<file path="src/rtl/mem_stage.sv">
// mem_stage: RISC-V memory-access stage (load formatting, store lanes, req/ack handshake, stall, errors).
// Rev 1.0
`default_nettype none

module mem_stage #(
    parameter int XLEN           = 32,
    parameter int XREG_ADDRWIDTH = 5,
    parameter int TIMEOUT        = 16
) (
    input  logic                      clk,
    input  logic                      rst,
    input  logic [XLEN-1:0]           rd_in,
    input  logic                      rd_en_in,
    input  logic [XREG_ADDRWIDTH-1:0] rd_addr_in,
    input  logic [4:0]                load_flag_in,
    input  logic [2:0]                store_flag_in,
    input  logic [XLEN-1:0]           store_data_in,
    output logic                      dmem_req,
    output logic                      dmem_we,
    output logic [XLEN-1:0]           dmem_addr,
    output logic [3:0]                dmem_be,
    output logic [XLEN-1:0]           dmem_wdata,
    input  logic [XLEN-1:0]           dmem_rdata,
    input  logic                      dmem_ack,
    output logic [XLEN-1:0]           rd_out,
    output logic                      rd_en_out,
    output logic [XREG_ADDRWIDTH-1:0] rd_addr_out,
    output logic                      stall_req,
    output logic                      misalign_err,
    output logic                      bus_err
);

    localparam int            CW       = $clog2(TIMEOUT) + 1;
    localparam logic [CW-1:0] CNT_LAST = CW'(TIMEOUT - 1);
    localparam logic [0:0]    IDLE     = 1'b0;
    localparam logic [0:0]    WAIT     = 1'b1;

    logic [0:0]    state;
    logic [CW-1:0] cnt;

    logic is_load, is_store, mem_op, misalign, timeout_hit;
    logic ld_b, ld_h, ld_w, st_b, st_h, st_w;
    logic [7:0]  ld_byte;
    logic [15:0] ld_half;
    logic [31:0] ld_data;

    // A load takes priority over a simultaneous store flag
    assign is_load  = |load_flag_in;
    assign is_store = ~is_load & (|store_flag_in);
    assign mem_op   = is_load | is_store;

    assign ld_b = is_load & (load_flag_in[0] | load_flag_in[3]);
    assign ld_h = is_load & ~ld_b & (load_flag_in[1] | load_flag_in[4]);
    assign ld_w = is_load & ~ld_b & ~ld_h;
    assign st_b = is_store & store_flag_in[0];
    assign st_h = is_store & ~store_flag_in[0] & store_flag_in[1];
    assign st_w = is_store & ~store_flag_in[0] & ~store_flag_in[1];

    assign misalign = ((ld_h | st_h) & rd_in[0]) |
                      ((ld_w | st_w) & (rd_in[1:0] != 2'b00));

    assign dmem_req    = rst & ((state == WAIT) | (mem_op & ~misalign));
    assign timeout_hit = dmem_req & ~dmem_ack & (cnt == CNT_LAST);
    assign stall_req   = dmem_req & ~dmem_ack & ~timeout_hit;
    assign bus_err     = timeout_hit;

    assign dmem_we      = dmem_req & is_store;
    assign dmem_addr    = rst ? {rd_in[XLEN-1:2], 2'b00} : '0;
    assign misalign_err = rst & mem_op & misalign;
    assign rd_addr_out  = rst ? rd_addr_in : '0;

    always_comb begin
        dmem_be    = 4'b0000;
        dmem_wdata = '0;
        if (dmem_req) begin
            if (is_load) begin
                dmem_be = 4'b1111;
            end else if (st_b) begin
                dmem_be    = 4'b0001 << rd_in[1:0];
                dmem_wdata = {4{store_data_in[7:0]}};
            end else if (st_h) begin
                dmem_be    = rd_in[1] ? 4'b1100 : 4'b0011;
                dmem_wdata = {2{store_data_in[15:0]}};
            end else begin
                dmem_be    = 4'b1111;
                dmem_wdata = store_data_in;
            end
        end
    end

    assign ld_byte = dmem_rdata[{rd_in[1:0], 3'b000} +: 8];
    assign ld_half = rd_in[1] ? dmem_rdata[31:16] : dmem_rdata[15:0];

    always_comb begin
        ld_data = dmem_rdata;
        if (ld_b)
            ld_data = {{24{load_flag_in[0] & ld_byte[7]}}, ld_byte};
        else if (ld_h)
            ld_data = {{16{load_flag_in[1] & ld_half[15]}}, ld_half};
    end

    assign rd_out = !rst ? '0 : ((is_load & ~misalign) ? ld_data : rd_in);

    // Write-back is suppressed on misalignment, in stalled cycles and on timeout
    assign rd_en_out = rst & rd_en_in & ~misalign & ~(dmem_req & ~dmem_ack);

    always_ff @(posedge clk or negedge rst) begin
        if (!rst) begin
            state <= IDLE;
            cnt   <= '0;
        end else if (stall_req) begin
            state <= WAIT;
            cnt   <= cnt + CW'(1);
        end else begin
            state <= IDLE;
            cnt   <= '0;
        end
    end

endmodule

`default_nettype wire

</file>
<file path="config.mk">
export PLATFORM = sky130hd
export DESIGN_NAME = mem_stage
export DESIGN_NICKNAME = d
export VERILOG_FILES = /design/src/rtl/mem_stage.sv
export SDC_FILE = /design/constraint.sdc
export NUM_CORES = 1
export LEC_CHECK = 0
export BUFFER_PORTS_ARGS = -buffer_cell sky130_fd_sc_hd__buf_2
export CAP_MARGIN = 20
export CELL_PAD_IN_SITES_DETAIL_PLACEMENT = 1
export CELL_PAD_IN_SITES_GLOBAL_PLACEMENT = 1
export CORE_ASPECT_RATIO = 0.6
export CORE_MARGIN = 2
export CORE_UTILIZATION = 21
export DETAILED_ROUTE_END_ITERATION = 6
export PLACE_DENSITY_LB_ADDON = 0.25
export SLEW_MARGIN = 20
export SYNTH_ARGS = -nofsm -noshare
export SYNTH_HDL_FRONTEND = slang
export SYNTH_SLANG_ARGS = --single-unit
</file>
<file path="constraint.sdc">
create_clock -name clk -period 2.7 [get_ports clk]
set_input_delay 0.675 -clock clk [delete_from_list [all_inputs] [get_ports clk]]
set_output_delay 0.675 -clock clk [all_outputs]
set_load 0.01 [all_outputs]
</file>
==> results of run 1 <==
final cells by class:
class                      count  share of cell area
clock buffer                   3              0.0147
inverter                      25              0.0188
multi-input combinational    288               0.497
sequential                     6              0.0293
tap                          139              0.0340
timing repair buffer         298               0.406
cell usage in the layout, fill, tap and decap left out, drive strengths merged, types with 4 or more instances in the layout:
cell    Yosys  final
clkbuf     28      5
nor3b      10     10
inv        25     25
dfrtp       6      6
nand2      42     42
o311ai      7      7
o21ai       4      4
nor4        4      4
nand2b      5      5
buf        12    295
o221ai     16     16
nor2       22     22
nor3       26     26
mux2i      38     38
or3         8      8
a21oi      22     22
and2       14     14
o221a       6      6
a22oi       7      7
o22ai      23     23
critical path: cells and delay by family:
kind,cells,cell delay [ps]
AO/OA/AOI/OAI,1,140
AND/OR/NAND/NOR,3,840
buffers and inverters,4,610
metrics by stage:
step	cell area, um^2	power (W)	util
after floorplan	2540	0.000421	-
after detailed placement	4150	0.000755	0.388
after CTS	4770	0.00108	0.446
after global placement	4150	0.000738	0.388
after global routing	5120	0.00122	0.478
final	5120	0.00114	0.478
cells in the mapped netlist, drive strengths merged, types with 2 or more instances:
cell type / n
dfrtp: 6
o22ai: 23
buf: 12
nor3b: 10
inv: 25
ha: 2
o221a: 6
nand2: 42
o21a: 2
o211ai: 2
o221ai: 16
o2111a: 2
nor4b: 3
o21ai: 4
or3: 8
nor4: 4
nand2b: 5
a31oi: 2
nor2: 22
or2: 2
o31a: 2
o311ai: 7
or4: 2
mux2i: 38
a22oi: 7
and2: 14
clkbuf: 28
nor3: 26
o21bai: 2
a21oi: 22
nand3: 2
routing by layer:
layer  GRT usage  part of all wire  up-vias  wire, um
met2       0.385              0.47      133      7020
li1            -                 -     1860         -
met4      0.0340             0.011        2       161
met3      0.0262             0.058       18       865
met5           0           0.00067        -        10
met1       0.326              0.46     1959      6830
power by group through the flow:
stage          Clock (W)  Combinational (W)  Sequential, W
6_report        0.000236           0.000812      0.0000957
5_1_grt         0.000249           0.000870      0.0000961
4_1_cts         0.000239           0.000747      0.0000956
3_5_place_dp           0           0.000659      0.0000965
3_3_place_gp           0           0.000642      0.0000964
2_1_floorplan          0           0.000325      0.0000955
what timing repair did:
item / CTS / global route
endpoints found under the setup margin: 74 / 73
setup buffers: 8 / 12
resized for setup: 84 / 47
pin swaps: 31 / 19
gates cloned: 4 / 2
flip-flops by register name, summed over array words and instances (netlist names):
name   flops
cnt        5
state      1
worst max path at each step:
stage | slack [ps] | cells after the start | endpoint | start
after detailed placement | -310 | 7 | stall_req | load_flag_in[1]
after CTS | -240 | 7 | bus_err | load_flag_in[4]
final | -250 | 8 | dmem_wdata[24] | load_flag_in[4]
after global placement | -270 | 7 | stall_req | load_flag_in[1]
after global routing | -290 | 8 | dmem_wdata[24] | load_flag_in[4]
after floorplan | -110 | 6 | bus_err | load_flag_in[1]
cells by family after synthesis:
family,Yosys count,synth area share
AND/OR/NAND/NOR,141,0.306
adder cells (fa/ha/maj),2,0.0107
other,1,0.00161
AO/OA/AOI/OAI,101,0.318
flip-flops,6,0.0644
buffers and inverters,65,0.114
XOR/XNOR,2,0.00752
multiplexers,40,0.178
==> results.py, run 1 <==
metrics = {
    "placement": {
        "numPortBuffers": 221,
        "dp.cells": 733,
        "gp_congestion": 0.813,
        "hpwl_mm": 11.0,
        "post-place-ws_ps": -312,
    },
    "clock_network": {
        "clk_pin_slew_ps": 30,
        "htree_levels": 1,
        "cts_tree": "built",
        "cts-root-buf": "clkbuf_16",
        "clock_path_buffers": 2,
        "hold_buffers": 0,
        "clock_latency_ps": 230,
        "cts.sinks": 6,
        "numCtsBuffers": 3,
    },
    "sta": {
        "fin_crit_sh": 1.09,
        "finalSetupViolCount": 66,
        "holdWs_ps": 465,
        "finalHoldViolCount": 0,
        "layout_min_cycle_time_ps": 2950,
        "setup_slack_ps": -246,
        "finalClockSkew_ps": 0.0872,
        "rsz0062_at_grt": "true",
        "tns_ps": -10660,
        "fmax_mhz": 339,
        "finalMaxSlewViolations": 0,
    },
    "worst_setup_path": {
        "critPathCaptureType": "primary output",
        "r2r_setup_slack_ps": 1040,
        "cp_data_required_time_ps": 2030,
        "r2r_start": "state",
        "cpMaxStageDelayCell": "or4_4",
        "path_cells": "buf_6, or4_4, nor2_4, o211ai_1, buf_4, buf_12, nor3_4, buf_2",
        "reg2reg_to": "cnt[2]",
        "worstPathArrival_ps": 2270,
        "max_stage_delay_ps": 570,
        "path_class": "primary input to primary output",
        "cp_max_fo": 8,
        "critPathLaunchType": "primary input",
        "ff2ff_path_depth": 5,
    },
    "min_path": {
        "min-delay-start": "cnt[0]",
        "hold-path-cell-count": 1,
        "hp-class": "flip-flop to flip-flop",
        "min_to": "cnt[0]",
    },
    "grt": {
        "grt_max_degree": 74,
        "overflow": 0,
        "antenna_found_initial": 1,
        "grt_usage": 0.230,
        "grt_first_pass_wirelength_mm": 22.1,
        "grt_pass1_vias": 4063,
    },
    "logic_synthesis": {
        "synth_cell_types": 48,
        "synth_warnings": 0,
        "netlist_instances": 358,
        "ys_async_sr_fraction": 1.00,
        "synth_enable_flop_cells": 0,
        "ys_top_cells_by_area": "mux2i_1 16%, nand2_1 6.8%, dfrtp_1 6.4%, o22ai_1 6.2%, o221ai_1 6.0%",
        "synth_top_area_frac": 0.163,
        "syn-mean-instance-area_um2": 6.51,
        "synth_top_area_cell": "mux2i_1",
        "synth_seq_cells": 6,
        "syn_area_um2": 2330,
        "synth_ff_type": "dfrtp_1",
        "synth_seq_area_share": 0.0644,
    },
    "route": {
        "drc": 10,
        "first_pass_iters": 7,
        "avgViaCountPerCell": 5.23,
        "drt-initial-drc-count": 243,
        "drt_wl_total_mm": 14.9,
        "vias": 3972,
        "wl_per_cell_um": 19.6,
        "detail-route-antenna-nets": 0,
    },
    "run_status": {
        "violations": "design-rule violations, negative setup slack",
        "status": "complete, but fails checks",
    },
    "final_layout": {
        "nFillCells": 1333,
        "drive_gt1_frac": 0.632,
        "fin_nets": 737,
        "area_growth_pct": 120,
        "multi_input_area_um2": 2540,
        "seqCellArea_um2": 150,
        "n_antenna_cell": 0,
        "final_cell_count_no_fill": 759,
    },
    "floorplan": {
        "row_count": 29,
        "initial_core_util": 0.218,
        "die_area_um2": 12000,
        "io_pins": 224,
        "die-height_um": 85.6,
        "placeableCoreArea_um2": 10700,
        "die_x_um": 140,
    },
    "pwr": {
        "clkPwrFrac": 0.206,
        "pwr-share-seq": 0.084,
        "switching_share": 0.411,
        "combPwrFrac": 0.710,
        "p_sw_w": 0.000470,
        "power.leakage_nw": 2.61,
        "p_per_area_nw_per_um2": 223,
        "ir_worst_vdd_uv": 164,
        "p_int_w": 0.000673,
    },
    "job": {
        "max-cap-violations": 0,
    },
}
(Power assumes the default switching activity.)
==> run 2, diff against run 1 <==
--- a/config.mk
+++ b/config.mk
@@ -12,8 +12,9 @@
 export CORE_ASPECT_RATIO = 0.6
 export CORE_MARGIN = 2
 export CORE_UTILIZATION = 21
+export CTS_BUF_LIST = sky130_fd_sc_hd__clkbuf_2
 export DETAILED_ROUTE_END_ITERATION = 6
-export PLACE_DENSITY_LB_ADDON = 0.25
+export PLACE_DENSITY_LB_ADDON = 0.1
 export SLEW_MARGIN = 20
 export SYNTH_ARGS = -nofsm -noshare
 export SYNTH_HDL_FRONTEND = slang
==> run 2 against run 1 <==
The flow still finishes with violations (design-rule violations, negative setup slack). Clock power shrank 73%. Power shrank 18%. Non-clock buffer count fell by 9. Highest routed layer is now met4.
==> results.py, run 2 (same netlist as run 1, synthesis figures left out) <==
metrics = {
    "sta": {
        "finalClockSkew_ps": 4.22,
        "fin_crit_sh": 1.10,
        "rsz0062_at_grt": "true",
        "tns_ps": -7260,
        "layout_min_cycle_time_ps": 2970,
        "finalHoldViolCount": 0,
        "fmax_mhz": 337,
        "setup_slack_ps": -268,
        "finalSetupViolCount": 52,
        "holdWs_ps": 471,
        "finalMaxSlewViolations": 0,
    },
    "run_status": {
        "violations": "design-rule violations, negative setup slack",
        "status": "complete, but fails checks",
    },
    "clock_network": {
        "clock_latency_ps": 220,
        "htree_levels": 1,
        "clk_pin_slew_ps": 60,
        "cts.sinks": 6,
        "numCtsBuffers": 3,
        "cts-root-buf": "clkbuf_2",
        "cts_tree": "built",
        "clock_path_buffers": 2,
        "hold_buffers": 0,
    },
    "worst_setup_path": {
        "reg2reg_to": "cnt[1]",
        "critPathLaunchType": "primary input",
        "cp_max_fo": 8,
        "path_class": "primary input to primary output",
        "worstPathArrival_ps": 2290,
        "ff2ff_path_depth": 7,
        "cp_data_required_time_ps": 2030,
        "r2r_setup_slack_ps": 910,
        "critPathCaptureType": "primary output",
        "r2r_start": "state",
    },
    "final_layout": {
        "final_core_util": 0.450,
        "n_antenna_cell": 0,
        "top_register": "cnt",
        "reg_top3": "cnt: 5 flops, state: 1 flops",
        "fin_nets": 728,
        "largest_reg_flops": 5,
        "area_growth_pct": 107,
        "final_cell_area_um2": 4820,
        "final_cell_mix": "206 x buf_2, 50 x buf_4, 42 x nand2_1",
        "drive_gt1_frac": 0.630,
        "nFillCells": 1347,
        "multi_input_area_um2": 2490,
        "layout_commonest_cell": "buf_2",
        "seqCellArea_um2": 150,
    },
    "grt": {
        "grt_pass1_vias": 3831,
        "grt_max_degree": 74,
        "grt_first_pass_wirelength_mm": 20.5,
        "grt_usage": 0.209,
        "antenna_found_initial": 0,
        "overflow": 0,
    },
    "route": {
        "drt-initial-drc-count": 103,
        "drc": 14,
        "vias": 3797,
        "first_pass_iters": 7,
        "detail-route-antenna-nets": 0,
        "drt_wl_total_mm": 13.4,
        "avgViaCountPerCell": 5.06,
        "wl_per_cell_um": 17.9,
    },
    "min_path": {
        "min-delay-start": "cnt[0]",
        "min_to": "cnt[0]",
        "hold-path-cell-count": 1,
        "hp-class": "flip-flop to flip-flop",
    },
    "floorplan": {
        "die-height_um": 85.6,
        "die_x_um": 140,
        "die_area_um2": 12000,
        "io_pins": 224,
        "row_count": 29,
        "placeableCoreArea_um2": 10700,
        "initial_core_util": 0.218,
    },
    "placement": {
        "numPortBuffers": 221,
        "post-place-ws_ps": -282,
        "gp_congestion": 0.871,
        "hpwl_mm": 10.3,
        "placed_area_um2": 4110,
    },
    "pwr": {
        "ir_worst_vdd_uv": 72.6,
        "p_per_area_nw_per_um2": 195,
        "power.leakage_nw": 2.48,
    },
    "job": {
        "max-cap-violations": 0,
    },
}
## run 2: changes by cell type in the layout (fill, tap and decap cells not counted), moves of 3 or more
cell / change
mux2i_1: +3
buf_6: -6
clkbuf_2: +3
o311ai_4: +4
o311ai_2: -4
o221a_4: -5
clkbuf_16: -4
nor3_4: -9
o221a_2: +5
o22ai_1: -3
nor3_2: +8
## run 2: cell type report
cell class              instances  share of cell area
inverters                      25              0.0195
clock buffers                   3             0.00312
repair buffers                289               0.394
well taps                     139              0.0361
flip-flops and latches          6              0.0312
multi-input cells             288               0.516
## run 2: how the worst max path moves through the flow
stage | to | cells after the start | start
2_1_floorplan | bus_err | 6 | load_flag_in[1]
3_3_place_gp | rd_out[6] | 9 | rd_in[1]
3_5_place_dp | rd_out[5] | 9 | rd_in[1]
4_1_cts | stall_req | 7 | load_flag_in[1]
5_1_grt | bus_err | 7 | load_flag_in[4]
6_report | bus_err | 7 | load_flag_in[4]
## run 2: layer usage
metal | share of wire | global-route usage | up-vias
met5 | 0 | 0 | -
met4 | 0.0048 | 0.0193 | 0
met3 | 0.058 | 0.0380 | 6
met2 | 0.45 | 0.342 | 132
met1 | 0.49 | 0.298 | 1813
li1 | - | - | 1846
## run 2: worst max-delay path, stage by stage
cell,delay (ps)
buf_6,90
or4_4,560
or4_4,520
o211ai_4,100
buf_12,160
nor3b_2,50
buf_2,140
## run 2: metrics by stage
stage | instances | total power (W)
6_report | 750 | 0.000937
5_1_grt | 750 | 0.00101
4_1_cts | 741 | 0.000862
3_5_place_dp | 731 | 0.000743
3_3_place_gp | 731 | 0.000727
2_1_floorplan | 359 | 0.000421
## run 2: what timing repair did
action / in CTS / in global routing
pin swaps: 6 / 21
gates cloned: 1 / 0
endpoints found under the setup margin: 72 / 73
hold endpoints to repair: 0 / 0
setup buffers: 6 / 12
gates resized for setup: 44 / 69
## run 2: power breakdown
part           internal, W  switching, W   total, W
clock            0.0000302     0.0000327  0.0000629
sequential       0.0000922    0.00000262  0.0000948
combinational     0.000377      0.000402   0.000779
total             0.000500      0.000437   0.000937
==> run 3, diff against run 2 <==
--- a/config.mk
+++ b/config.mk
@@ -14,7 +14,9 @@
 export CORE_UTILIZATION = 21
 export CTS_BUF_LIST = sky130_fd_sc_hd__clkbuf_2
 export DETAILED_ROUTE_END_ITERATION = 6
+export MAX_ROUTING_LAYER = met4
 export PLACE_DENSITY_LB_ADDON = 0.1
+export SKIP_LAST_GASP = 1
 export SLEW_MARGIN = 20
 export SYNTH_ARGS = -nofsm -noshare
 export SYNTH_HDL_FRONTEND = slang
==> run 3 against run 2 <==
Clock skew is 0.65 ps higher. Final area is 1.0% lower. Worst setup slack worse by 6.8 ps. The run still ends with design-rule violations, negative setup slack left. Die area stayed put. Register-to-register slack better by 100 ps. Non-clock buffer count is 1 lower. First-iteration DRC count is 11% higher.
==> results.py, run 3 (same netlist as run 1, synthesis figures left out) <==
metrics = {
    "clock_network": {
        "cts-root-buf": "clkbuf_2",
        "cts.sinks": 6,
        "hold_buffers": 0,
        "cts_tree": "built",
        "clock_path_buffers": 2,
        "clk_pin_slew_ps": 60,
        "numCtsBuffers": 3,
        "htree_levels": 1,
        "clock_latency_ps": 220,
    },
    "sta": {
        "finalClockSkew_ps": 4.87,
        "layout_min_cycle_time_ps": 2970,
        "setup_slack_ps": -275,
        "finalMaxSlewViolations": 0,
        "rsz0062_at_grt": "true",
        "finalSetupViolCount": 57,
        "fin_crit_sh": 1.10,
        "finalHoldViolCount": 0,
        "fmax_mhz": 336,
    },
    "worst_setup_path": {
        "critPathCaptureType": "primary output",
        "path_cells": "buf_6, or4_4, or4_4, o211ai_4, buf_12, nor3b_2, buf_2",
        "r2r_start": "state",
        "cpMaxStageDelayCell": "or4_4",
        "r2r_setup_slack_ps": 1010,
        "reg2reg_to": "cnt[1]",
        "ff2ff_path_depth": 6,
        "critPathLaunchType": "primary input",
        "path_delay_family": "simple AND/OR/NAND/NOR gates",
        "path_class": "primary input to primary output",
        "worstPathArrival_ps": 2300,
        "cp_max_fo": 8,
        "max_stage_delay_ps": 560,
        "path_common_cell": "or4_4",
        "cp_data_required_time_ps": 2030,
        "cp_num_buf_inv": 3,
    },
    "final_layout": {
        "area_growth_pct": 104,
        "nFillCells": 1351,
        "n_antenna_cell": 0,
        "fin_nets": 727,
        "largest_reg_flops": 5,
        "drive_gt1_frac": 0.610,
        "reg_top3": "cnt: 5 flops, state: 1 flops",
        "final_cell_count_no_fill": 749,
        "layout_commonest_cell": "buf_2",
        "top_register": "cnt",
        "final_cell_mix": "207 x buf_2, 49 x buf_4, 42 x nand2_1",
        "final_core_util": 0.445,
        "final_cell_area_um2": 4770,
    },
    "placement": {
        "gp_congestion": 0.885,
        "dp.cells": 731,
        "hpwl_mm": 10.3,
        "numPortBuffers": 221,
        "post-place-ws_ps": -282,
        "placed_area_um2": 4110,
    },
    "floorplan": {
        "row_count": 29,
        "io_pins": 224,
        "die_area_um2": 12000,
        "die-height_um": 85.6,
        "initial_core_util": 0.218,
        "placeableCoreArea_um2": 10700,
        "die_x_um": 140,
    },
    "route": {
        "vias": 3782,
        "avgViaCountPerCell": 5.05,
        "detail-route-antenna-nets": 0,
        "drt_wl_total_mm": 13.6,
        "wl_per_cell_um": 18.2,
        "drt-initial-drc-count": 114,
        "drc": 14,
        "first_pass_iters": 7,
    },
    "min_path": {
        "min-delay-start": "cnt[0]",
        "min_to": "cnt[0]",
        "hold-path-cell-count": 1,
        "hp-class": "flip-flop to flip-flop",
    },
    "grt": {
        "antenna_found_initial": 0,
        "grt_pass1_vias": 3816,
        "overflow": 0,
        "grt_max_degree": 74,
        "grt_first_pass_wirelength_mm": 20.5,
        "grt_usage": 0.216,
    },
    "run_status": {
        "violations": "design-rule violations, negative setup slack",
        "status": "complete, but fails checks",
    },
    "pwr": {
        "combPwrFrac": 0.831,
        "p_int_w": 0.000495,
        "clkPwrFrac": 0.068,
        "pwr-share-seq": 0.102,
        "power.leakage_nw": 2.47,
        "p_per_area_nw_per_um2": 196,
        "ir_worst_vdd_uv": 73.0,
        "p_sw_w": 0.000438,
        "total_power_w": 0.000933,
        "switching_share": 0.469,
    },
    "job": {
        "max-cap-violations": 0,
    },
}
-- run 3: changes by cell type in the layout (fill, tap and decap cells not counted), moves of 2 or more --
cell,delta
o221a_2,-3
nor3b_2,-6
buf_6,-2
nor3b_1,+6
nor3_1,+2
o21ai_1,+2
o221a_4,+3
nor3_2,-2
-- run 3: worst reg2reg max path, stage by stage (launching register included) --
cell and delay (ps):
dfrtp_1 440, or4_4 580, o211ai_4 100, buf_12 160, buf_4 130, buf_4 110, nor4b_1 50
-- run 3: routing by layer --
metal / wire [um] / GRT usage / up-vias
met1: 6630 / 0.305 / 1809
met4: 31 / 0.0119 / 0
met3: 780 / 0.0307 / 4
li1: - / - / 1837
met2: 6200 / 0.344 / 132
met5: 0 / - / -
-- run 3: metrics by stage --
step                hold WS (ps)  TNS, ps
floorplan                    379    -2170
global placement             453    -8940
detailed placement           465   -10170
CTS                          474    -6960
global route                 487   -11970
finish                       471    -7700
-- run 3: final cells by class --
class	instances	area, um^2	area share
Tap cell	139	174	0.0365
Multi-Input combinational cell	288	2450	0.514
Clock buffer	3	15.0	0.00315
Inverter	25	93.8	0.0197
Sequential cell	6	150	0.0315
Timing Repair Buffer	288	1890	0.396
-- run 3: power groups by stage --
| stage | combinational, W | sequential (W) | clock [W] |
|---|---|---|---|
| floorplan | 0.000325 | 0.0000955 | 0 |
| global placement | 0.000631 | 0.0000963 | 0 |
| detailed placement | 0.000646 | 0.0000963 | 0 |
| CTS | 0.000695 | 0.0000947 | 0.0000682 |
| global route | 0.000832 | 0.0000949 | 0.0000739 |
| finish | 0.000775 | 0.0000948 | 0.0000631 |
-- run 3: worst max path at each step --
stage                         start         to  slack [ps]  cells past startpoint
finish              load_flag_in[4]    bus_err        -270                      7
global route        load_flag_in[4]    bus_err        -330                      7
CTS                 load_flag_in[1]  stall_req        -200                      7
detailed placement         rd_in[1]  rd_out[5]        -280                      9
global placement           rd_in[1]  rd_out[6]        -340                      9
floorplan           load_flag_in[1]    bus_err        -110                      6
-- run 3: timing repair --
item	CTS	global route
endpoints found under the setup margin	72	74
gates cloned	1	0
resized for setup	39	62
buffers inserted	6	11
pin swaps	6	23
